--- src/rtl/spireg_arbiter_if.sv ---
// ============================================================================
// Module  : spireg_arbiter_if
// Purpose : Host (SPI / fast command) and engine (req/gnt) bus of the arbiter.
// Revision: 1.0 - initial release
// ============================================================================
`default_nettype none

interface spireg_arbiter_if #(
    parameter int ADDR_W = 3,
    parameter int REG_W  = 8
);
    logic [ADDR_W-1:0] spi_addr;
    logic [REG_W-1:0]  spi_wdata;
    logic              spi_wvld;
    logic [REG_W-1:0]  spi_rdata;
    logic [5:0]        fastcmd;
    logic              fastcmd_vld;
    logic [7:0]        status;
    logic              eng_req;
    logic              eng_we;
    logic [ADDR_W-1:0] eng_addr;
    logic [REG_W-1:0]  eng_wdata;
    logic              eng_gnt;
    logic [REG_W-1:0]  eng_rdata;
    logic              eng_rvld;

    modport master (
        output spi_addr, spi_wdata, spi_wvld, fastcmd, fastcmd_vld,
               eng_req, eng_we, eng_addr, eng_wdata,
        input  spi_rdata, status, eng_gnt, eng_rdata, eng_rvld
    );

    modport slave (
        input  spi_addr, spi_wdata, spi_wvld, fastcmd, fastcmd_vld,
               eng_req, eng_we, eng_addr, eng_wdata,
        output spi_rdata, status, eng_gnt, eng_rdata, eng_rvld
    );
endinterface

`default_nettype wire

--- src/rtl/spireg_arbiter.sv ---
// ============================================================================
// Module  : spireg_arbiter
// Purpose : Register bank shared between SPI host writes and the RSA engine.
// Revision: 1.0 - initial release
// ============================================================================
`default_nettype none

module spireg_arbiter #(
    parameter int ADDR_W = 3,
    parameter int REG_W  = 8
) (
    input  wire logic         clk,
    input  wire logic         nrst,
    spireg_arbiter_if.slave   bus
);

    localparam int          DEPTH      = 2 ** ADDR_W;
    localparam logic [31:0] c_fc_limit = 32'(2 * REG_W);

    typedef enum logic [0:0] {
        RR_SPI = 1'b0,
        RR_ENG = 1'b1
    } rr_t;

    rr_t               r_rr_last;
    logic              r_pend_vld;
    logic [ADDR_W-1:0] r_pend_addr;
    logic [REG_W-1:0]  r_pend_data;
    logic              r_ovf;
    logic              r_eng_gnt;
    logic              r_rd_pend;
    logic [REG_W-1:0]  r_rd_stage;
    logic [REG_W-1:0]  r_eng_rdata;
    logic              r_eng_rvld;

    logic [REG_W-1:0]  w_mem [DEPTH];
    logic              w_both;
    logic              w_serve_spi;
    logic              w_serve_eng;
    logic              w_eng_wr;
    logic              w_eng_rd;
    logic              w_fc_ok;
    logic [REG_W-1:0]  w_fc_mask;
    logic [REG_W-1:0]  w_reg0_base;
    logic [REG_W-1:0]  w_reg0_next;

    // Round-robin only matters under contention; a lone candidate always wins.
    assign w_both      = r_pend_vld & bus.eng_req;
    assign w_serve_spi = r_pend_vld  & (~bus.eng_req | (r_rr_last == RR_ENG));
    assign w_serve_eng = bus.eng_req & (~r_pend_vld  | (r_rr_last == RR_SPI));
    assign w_eng_wr    = w_serve_eng & bus.eng_we & (bus.eng_addr != '0);
    assign w_eng_rd    = w_serve_eng & ~bus.eng_we;

    assign w_fc_ok     = bus.fastcmd_vld & ({26'd0, bus.fastcmd} < c_fc_limit);
    assign w_fc_mask   = REG_W'(1) << bus.fastcmd[5:1];

    // Reg 0: SPI commit lays down the full word, the fast command bit wins over it.
    assign w_reg0_base = (w_serve_spi && (r_pend_addr == '0)) ? r_pend_data : w_mem[0];
    assign w_reg0_next = w_fc_ok
                       ? ((w_reg0_base & ~w_fc_mask) | (w_fc_mask & {REG_W{bus.fastcmd[0]}}))
                       : w_reg0_base;

    for (genvar a = 0; a < DEPTH; a++) begin : g_mem
        logic [REG_W-1:0] r_word;

        if (a == 0) begin : g_ctrl
            always_ff @(posedge clk or negedge nrst) begin
                if (!nrst) begin
                    r_word <= '0;
                end else begin
                    r_word <= w_reg0_next;
                end
            end
        end else begin : g_data
            always_ff @(posedge clk or negedge nrst) begin
                if (!nrst) begin
                    r_word <= '0;
                end else if (w_serve_spi && (r_pend_addr == ADDR_W'(a))) begin
                    r_word <= r_pend_data;
                end else if (w_eng_wr && (bus.eng_addr == ADDR_W'(a))) begin
                    r_word <= bus.eng_wdata;
                end
            end
        end

        assign w_mem[a] = r_word;
    end

    always_ff @(posedge clk or negedge nrst) begin
        if (!nrst) begin
            r_pend_vld  <= 1'b0;
            r_pend_addr <= '0;
            r_pend_data <= '0;
            r_ovf       <= 1'b0;
        end else if (bus.spi_wvld) begin
            r_pend_vld  <= 1'b1;
            r_pend_addr <= bus.spi_addr;
            r_pend_data <= bus.spi_wdata;
            if (r_pend_vld && !w_serve_spi) begin
                r_ovf <= 1'b1;
            end
        end else if (w_serve_spi) begin
            r_pend_vld  <= 1'b0;
        end
    end

    always_ff @(posedge clk or negedge nrst) begin
        if (!nrst) begin
            r_rr_last <= RR_ENG;
        end else if (w_both) begin
            r_rr_last <= w_serve_spi ? RR_SPI : RR_ENG;
        end
    end

    // Read data is staged so it lines up with eng_rvld one cycle after the grant.
    always_ff @(posedge clk or negedge nrst) begin
        if (!nrst) begin
            r_eng_gnt   <= 1'b0;
            r_rd_pend   <= 1'b0;
            r_rd_stage  <= '0;
            r_eng_rdata <= '0;
            r_eng_rvld  <= 1'b0;
        end else begin
            r_eng_gnt  <= w_serve_eng;
            r_rd_pend  <= w_eng_rd;
            r_eng_rvld <= r_rd_pend;
            if (w_eng_rd) begin
                r_rd_stage <= w_mem[bus.eng_addr];
            end
            if (r_rd_pend) begin
                r_eng_rdata <= r_rd_stage;
            end
        end
    end

    assign bus.spi_rdata = w_mem[bus.spi_addr];
    assign bus.status    = {r_ovf, bus.eng_req & ~r_eng_gnt, w_mem[0][5:0]};
    assign bus.eng_gnt   = r_eng_gnt;
    assign bus.eng_rdata = r_eng_rdata;
    assign bus.eng_rvld  = r_eng_rvld;

endmodule

`default_nettype wire

--- src/flat_wrapper.sv ---
// flat-port wrapper written by rule: the top's interface ports become plain ports
module spireg_arbiter_flat 
#(
    parameter int ADDR_W = 3,
    parameter int REG_W  = 8
)
  (clk, nrst, bus_spi_addr, bus_spi_wdata, bus_spi_wvld, bus_fastcmd, bus_fastcmd_vld, bus_eng_req, bus_eng_we, bus_eng_addr, bus_eng_wdata, bus_spi_rdata, bus_status, bus_eng_gnt, bus_eng_rdata, bus_eng_rvld);
  spireg_arbiter_if #(.ADDR_W(ADDR_W), .REG_W(REG_W)) bus_i ();
  input  wire logic clk;
  input  wire logic nrst;
  input wire logic [$bits(bus_i.spi_addr)-1:0] bus_spi_addr;
  input wire logic [$bits(bus_i.spi_wdata)-1:0] bus_spi_wdata;
  input wire logic [$bits(bus_i.spi_wvld)-1:0] bus_spi_wvld;
  input wire logic [$bits(bus_i.fastcmd)-1:0] bus_fastcmd;
  input wire logic [$bits(bus_i.fastcmd_vld)-1:0] bus_fastcmd_vld;
  input wire logic [$bits(bus_i.eng_req)-1:0] bus_eng_req;
  input wire logic [$bits(bus_i.eng_we)-1:0] bus_eng_we;
  input wire logic [$bits(bus_i.eng_addr)-1:0] bus_eng_addr;
  input wire logic [$bits(bus_i.eng_wdata)-1:0] bus_eng_wdata;
  output wire logic [$bits(bus_i.spi_rdata)-1:0] bus_spi_rdata;
  output wire logic [$bits(bus_i.status)-1:0] bus_status;
  output wire logic [$bits(bus_i.eng_gnt)-1:0] bus_eng_gnt;
  output wire logic [$bits(bus_i.eng_rdata)-1:0] bus_eng_rdata;
  output wire logic [$bits(bus_i.eng_rvld)-1:0] bus_eng_rvld;
  assign bus_i.spi_addr = bus_spi_addr;
  assign bus_i.spi_wdata = bus_spi_wdata;
  assign bus_i.spi_wvld = bus_spi_wvld;
  assign bus_i.fastcmd = bus_fastcmd;
  assign bus_i.fastcmd_vld = bus_fastcmd_vld;
  assign bus_i.eng_req = bus_eng_req;
  assign bus_i.eng_we = bus_eng_we;
  assign bus_i.eng_addr = bus_eng_addr;
  assign bus_i.eng_wdata = bus_eng_wdata;
  assign bus_spi_rdata = bus_i.spi_rdata;
  assign bus_status = bus_i.status;
  assign bus_eng_gnt = bus_i.eng_gnt;
  assign bus_eng_rdata = bus_i.eng_rdata;
  assign bus_eng_rvld = bus_i.eng_rvld;
  spireg_arbiter #(.ADDR_W(ADDR_W), .REG_W(REG_W)) u_core (.clk(clk), .nrst(nrst), .bus(bus_i));
endmodule
--- config.mk ---
export PLATFORM = sky130hd
export DESIGN_NAME = spireg_arbiter_flat
export DESIGN_NICKNAME = d
export VERILOG_FILES = /design/src/rtl/spireg_arbiter_if.sv /design/src/rtl/spireg_arbiter.sv /design/src/flat_wrapper.sv
export SDC_FILE = /design/constraint.sdc
export NUM_CORES = 1
export LEC_CHECK = 0
export BUFFER_PORTS_ARGS = -buffer_cell sky130_fd_sc_hd__buf_4
export CAP_MARGIN = 15
export CORE_MARGIN = 5
export CORE_UTILIZATION = 59
export CTS_BUF_LIST = sky130_fd_sc_hd__clkbuf_16
export DETAILED_ROUTE_END_ITERATION = 6
export HOLD_SLACK_MARGIN = 0.1
export PLACE_DENSITY_LB_ADDON = 0.25
export SLEW_MARGIN = 20
export SYNTH_ARGS = -nofsm -noshare
export SYNTH_HDL_FRONTEND = slang
export SYNTH_SLANG_ARGS = --single-unit
--- constraint.sdc ---
create_clock -name clk -period 2.07 [get_ports clk]
set_input_delay 0.207 -clock clk [delete_from_list [all_inputs] [get_ports clk]]
set_output_delay 0.207 -clock clk [all_outputs]
set_load 0.005 [all_outputs]
Yosys cells after proc, flatten, opt, wreduce, memory -nomap -nowiden
Index checks and enable logic that the tools add are counted.
Cells by class
  reduce and logical (&&, ||, !) cells: 28
  magnitude comparators: 3
  shift operators: 1
  eq/ne operators: 14
  mux-type cells: 25
  bitwise operators: 21
Operators with widths (number)
  two-way mux 8 bit: 20
  binary-select mux 8 bit (select 3 bit): 2
  == test 3 bit, second input constant: 8
  AND 8 bit: 2
  logical AND 1 bit: 16
  nonzero test 2 bit: 8
  == test 3 x 2 -> 1 bit, second input constant: 4
  AND 1 bit: 8
  >= comparator 4 bit, second input constant: 2
  NOT 3 -> 4 bit: 2
  NOT 8 bit: 1
  bitwise OR 8 bit: 1
  left shift 1 x 5 -> 8 bit, first input constant: 1
  == test 3 x 1 -> 1 bit, second input constant: 2
  less-than comparator 6 x 5 -> 1 bit, second input constant: 1
  NOT 1 bit: 5
  zero test 3 bit: 1
  two-way mux 1 bit: 3
  nonzero test 3 bit: 1
  bitwise OR 1 bit: 2
  AND reduction 2 bit: 1
  zero test 1 bit: 1
Word-level totals
  bits in registers: 97
  bits of input ports: 34
  logic and storage cells: 110
  output and inout bits: 26

Logic depth before layout (Yosys ltp)
  depth after elaboration: 8
  mapped depth: 8
  gate-level depth less buffers: 5

Worst setup path before layout
OpenSTA, ideal clock, no wires.
  path kind: input -> output
  start: input port bus_spi_addr[0]
  end: output port bus_spi_rdata[0]
  arrival: 1.531 ns
  required time: 1.863 ns
  buffers on the path: 2
  path slack: 0.332 ns
  stages on the path: 4
  path through: buf_2 buf_2 mux4_2 mux2_2
On the way
  longest elaborated chain between the ends: 4
Ends and longest elaborated chain
  from (decl): line flat_wrapper.sv:11  | input wire logic [$bits(bus_i.spi_addr)-1:0] bus_spi_addr;
  NOT 3 -> 4 bit (not written as such): line spireg_arbiter.sv:136  | assign bus.spi_rdata = w_mem[bus.spi_addr];
  binary-select mux 8 bit (select 3 bit): line spireg_arbiter.sv:136
  two-way mux 8 bit (not written as such) (2 in series): line spireg_arbiter.sv:136
  to (decl): line flat_wrapper.sv:20  | output wire logic [$bits(bus_i.spi_rdata)-1:0] bus_spi_rdata;
Every way passes these cells. The select of a mux whose other input is x is not followed.

Final worst setup path
  start: register u_core.r_rr_last
  end: register u_core.g_mem[0].r_word[1]
On the way
  longest elaborated chain between the ends: 7
Ends and longest elaborated chain
  from (decl): line spireg_arbiter.sv:25  | rr_t r_rr_last;
  from (signal assigned): line spireg_arbiter.sv:111  | r_rr_last <= w_serve_spi ? RR_SPI : RR_ENG;
  bitwise OR 1 bit *: line spireg_arbiter.sv:49  | assign w_serve_spi = r_pend_vld & (~bus.eng_req | (r_rr_last == RR_ENG));
  AND 1 bit *: line spireg_arbiter.sv:49
  logical AND 1 bit *: line spireg_arbiter.sv:58  | assign w_reg0_base = (w_serve_spi && (r_pend_addr == '0)) ? r_pend_data : w_mem[0];
  two-way mux 8 bit *: line spireg_arbiter.sv:58
  AND 8 bit: line spireg_arbiter.sv:60  | ? ((w_reg0_base & ~w_fc_mask) | (w_fc_mask & {REG_W{bus.fastcmd[0]}}))
  bitwise OR 8 bit: line spireg_arbiter.sv:60
  two-way mux 8 bit *: line spireg_arbiter.sv:60
  via u_core.w_reg0_next[1]: line spireg_arbiter.sv:45  | logic [REG_W-1:0] w_reg0_next;
  to (signal assigned): line spireg_arbiter.sv:71  | r_word <= w_reg0_next;
  to (decl): line spireg_arbiter.sv:64  | logic [REG_W-1:0] r_word;
The timed path passes the listed nets; every way through them passes the cells marked *.
A chain may end at the register's enable or synchronous reset.

==> impl_metrics.py <==
metrics = {
    "place": {
        "dpl_cell_area_mm2": 0.00598,
        "port_buffers": 59,
        "place_hpwl_um": 10500,
        "place_congestion": 0.888,
    },
    "worst_setup_path": {
        "arrival_ps": 2210,
        "path_max_fanout": 8,
        "crit_required_ps": 2290,
        "cp-end-kind": "flip-flop",
        "crit_type": "reg2reg",
        "critical_path.startpoint_type": "flip-flop",
        "reg2regPathDepth": 4,
    },
    "synthesis": {
        "synth_top_family_by_area": "multiplexers",
        "synth-simple-area-share": 0.114,
        "ys_ff_latch": 97,
        "postSynthAreaPerCell_um2": 11.5,
        "synth_ff_type": "dfrtp_1",
        "synth_top_area_share": 0.442,
        "synth_edf_count": 0,
        "syn_nets": 508,
        "synthCells": 474,
        "syn_area_mm2": 0.00543,
        "synth_cell_types": 41,
        "ys_seq_area_frac": 0.447,
        "synth_largest_area_cell": "dfrtp_1",
        "synthArstFlopShare": 1.00,
        "yosysWarnings": 0,
        "synthAdderAreaFrac": 0,
        "synth_compound_area_frac": 0.143,
        "muxShareOfSynthArea": 0.246,
        "netlist_top_cells_area": "dfrtp_1 44%, mux4_2 13%, mux2_2 8.9%, a21oi_1 5.0%, a32oi_1 4.5%",
        "synth_xor_area_frac": 0.00161,
    },
    "timing": {
        "post-route-min-period_ps": 1980,
        "fin_crit_sh": 0.959,
        "tns_ps": 0,
        "fin_hold_ws_ps": 116,
        "finalSetupViolCount": 0,
        "fin_skew_ps": 7.17,
        "timing.fmax_ghz": 0.504,
        "final_hold_viol_count": 0,
        "slew_headroom": 0.668,
        "worstMarginPinSlew_ps": 498,
        "rsz0062_at_grt": "no",
        "drv_slew": 0,
    },
    "pwr": {
        "p_leak_uw": 0.00266,
        "irDropWorstVdd_v": 0.000638,
        "powerDensity_mw_per_mm2": 1250,
    },
    "final_layout": {
        "final_cell_area_mm2": 0.00635,
        "layout.nets": 563,
        "layout_common_cells": "96 x dfrtp_1, 85 x buf_4, 61 x nor2_1, 54 x a21oi_1, 43 x mux2_2",
        "syn_to_final_growth_pct": 17.0,
        "final_common_cell": "dfrtp_1",
        "drive_gt1_frac": 0.360,
        "antennaDiodeCount": 0,
    },
    "clock_network": {
        "clock_sinks": 97,
        "cts_made_buffers": 9,
        "clock_latency_ps": 340,
        "cts_buffer_depth": 2,
        "cts_setup_buffers": 0,
        "htreeDepth": 3,
        "root_buffer": "clkbuf_16",
        "cts_tree": "yes",
        "clk_pin_slew_ps": 70,
    },
    "global_routing": {
        "grt_max_degree": 35,
        "grt_pass1_vias": 4304,
        "antenna_found_initial": 0,
        "overflow": 0,
        "grt_pass1_wl_um": 23600,
        "grt_usage": 0.275,
    },
    "route": {
        "ant_nets": 0,
        "dr.pass1.iters": 5,
        "via_count": 4431,
        "drt_iter0_drc": 400,
        "via_per_inst": 6.87,
        "wire_per_inst_um": 23.4,
        "routed_wl_um": 15100,
        "drc": 0,
    },
    "worst_hold_path": {
        "hold_depth": 2,
        "min_path_type": "in2reg",
    },
    "floorplan": {
        "coreArea_mm2": 0.00911,
        "die_w_um": 106,
        "placementRows": 35,
        "initial_core_util": 0.596,
        "design.die.area_mm2": 0.0112,
        "io_pins": 60,
        "die_h_um": 106,
    },
    "flow_run": {
        "cap_violations": 0,
    },
    "outcome": {
        "status": "finished, final reports clean",
    },
}
cell families (layout without fill, tap and decap cells):
| family | count (synthesis) | after routing |
|---|---|---|
| AOI/OAI and AO/OA | 115 | 115 |
| xor gates and xnor gates | 1 | 1 |
| buffers and inverters | 53 | 113 |
| DFF | 97 | 97 |
| muxes | 88 | 88 |
| and+or+nand+nor | 120 | 120 |
sequential cells by signal, indices dropped and copies added (netlist names):
register,count
u_core.r_rd_pend,1
u_core.g_mem.r_word,64
u_core.r_rd_stage,8
u_core.bus.eng_rvld,1
u_core.r_ovf,1
u_core.bus.eng_gnt,1
u_core.r_rr_last,1
u_core.r_pend_data,8
u_core.bus.eng_rdata,8
u_core.r_pend_addr,3
u_core.r_pend_vld,1
synth_stat cells (2+ instances only):
| master | instances |
|---|---|
| nor3b_1 | 2 |
| mux4_2 | 32 |
| buf_2 | 14 |
| mux2i_1 | 13 |
| o21ai_0 | 8 |
| a31oi_1 | 2 |
| nand2_1 | 15 |
| a21oi_1 | 54 |
| buf_1 | 3 |
| a22oi_2 | 7 |
| mux2_2 | 43 |
| nor2_1 | 61 |
| nand3_1 | 2 |
| nor4_2 | 2 |
| and4_1 | 2 |
| nor2b_1 | 12 |
| a32oi_1 | 28 |
| nand4_1 | 8 |
| clkbuf_1 | 22 |
| buf_4 | 10 |
| nand4b_1 | 5 |
| dfrtp_1 | 96 |
| inv_1 | 2 |
| a22oi_1 | 14 |
path summary, 6_finish.rpt:
check,end,slack [ps],start
setup reg to reg,u_core.g_mem[0].r_word[1]$_DFF_PN0_,90,u_core.r_rr_last$_DFFE_PN1P_
hold reg to reg,u_core.r_ovf$_DFFE_PN0P_,500,u_core.r_ovf$_DFFE_PN0P_
max in group asynchronous,u_core.g_mem[7].r_word[6]$_DFFE_PN0P_,1120,nrst
setup / recovery,u_core.g_mem[0].r_word[1]$_DFF_PN0_,90,u_core.r_rr_last$_DFFE_PN1P_
min in group asynchronous,u_core.r_rd_stage[6]$_DFFE_PN0P_,350,nrst
hold / removal,u_core.r_pend_data[0]$_DFFE_PN0P_,120,bus_spi_wdata[0]
worst max-delay path, cell delays in order (launching register included):
cell and delay, ps:
dfstp_2 560, nand2b_1 280, nand4b_2 370, mux2_2 390, mux2_2 270
repair_timing:
action                                  4_1_cts  5_1_grt
gates resized for setup                       0        1
hold buffers                                  7        1
endpoints found under the setup margin        0        2
endpoints found under the hold margin        36        1
layout make-up:
type	instances	area, µm²
timing repair buffer	94	738
clock buffer	9	225
inverter	3	13.8
sequential	97	2430
clock inverter	7	70.1
tap	111	139
multi-input combinational	324	2740
fill	671	2750
report_power, final:
part           switching (µW)  internal (µW)  leakage, µW  total [µW]
clock network             721            936     0.000145        1660
logic                    1100           1700      0.00139        2800
registers                 728           2740      0.00113        3470
total                    2550           5380      0.00266        7930
layer usage:
metal / routed length (µm) / global-route usage / up-vias
met5: 0 / 0 / -
met4: 696 / 0.109 / 0
met3: 1290 / 0.0698 / 54
met2: 7470 / 0.444 / 286
met1: 5660 / 0.357 / 2192
li1: - / - / 1899
through the flow:
step / util / total power, µW / setup WS, ps / std cells
2_1_floorplan: - / 5200 / 332 / 474
6_report: 0.698 / 7930 / 85.1 / 645
4_1_cts: 0.696 / 7920 / 116 / 644
5_1_grt: 0.698 / 8360 / 18.4 / 645
3_3_place_gp: 0.656 / 6050 / 196 / 621
3_5_place_dp: 0.656 / 6220 / 124 / 621
Power figures use the tool's default switching activity.
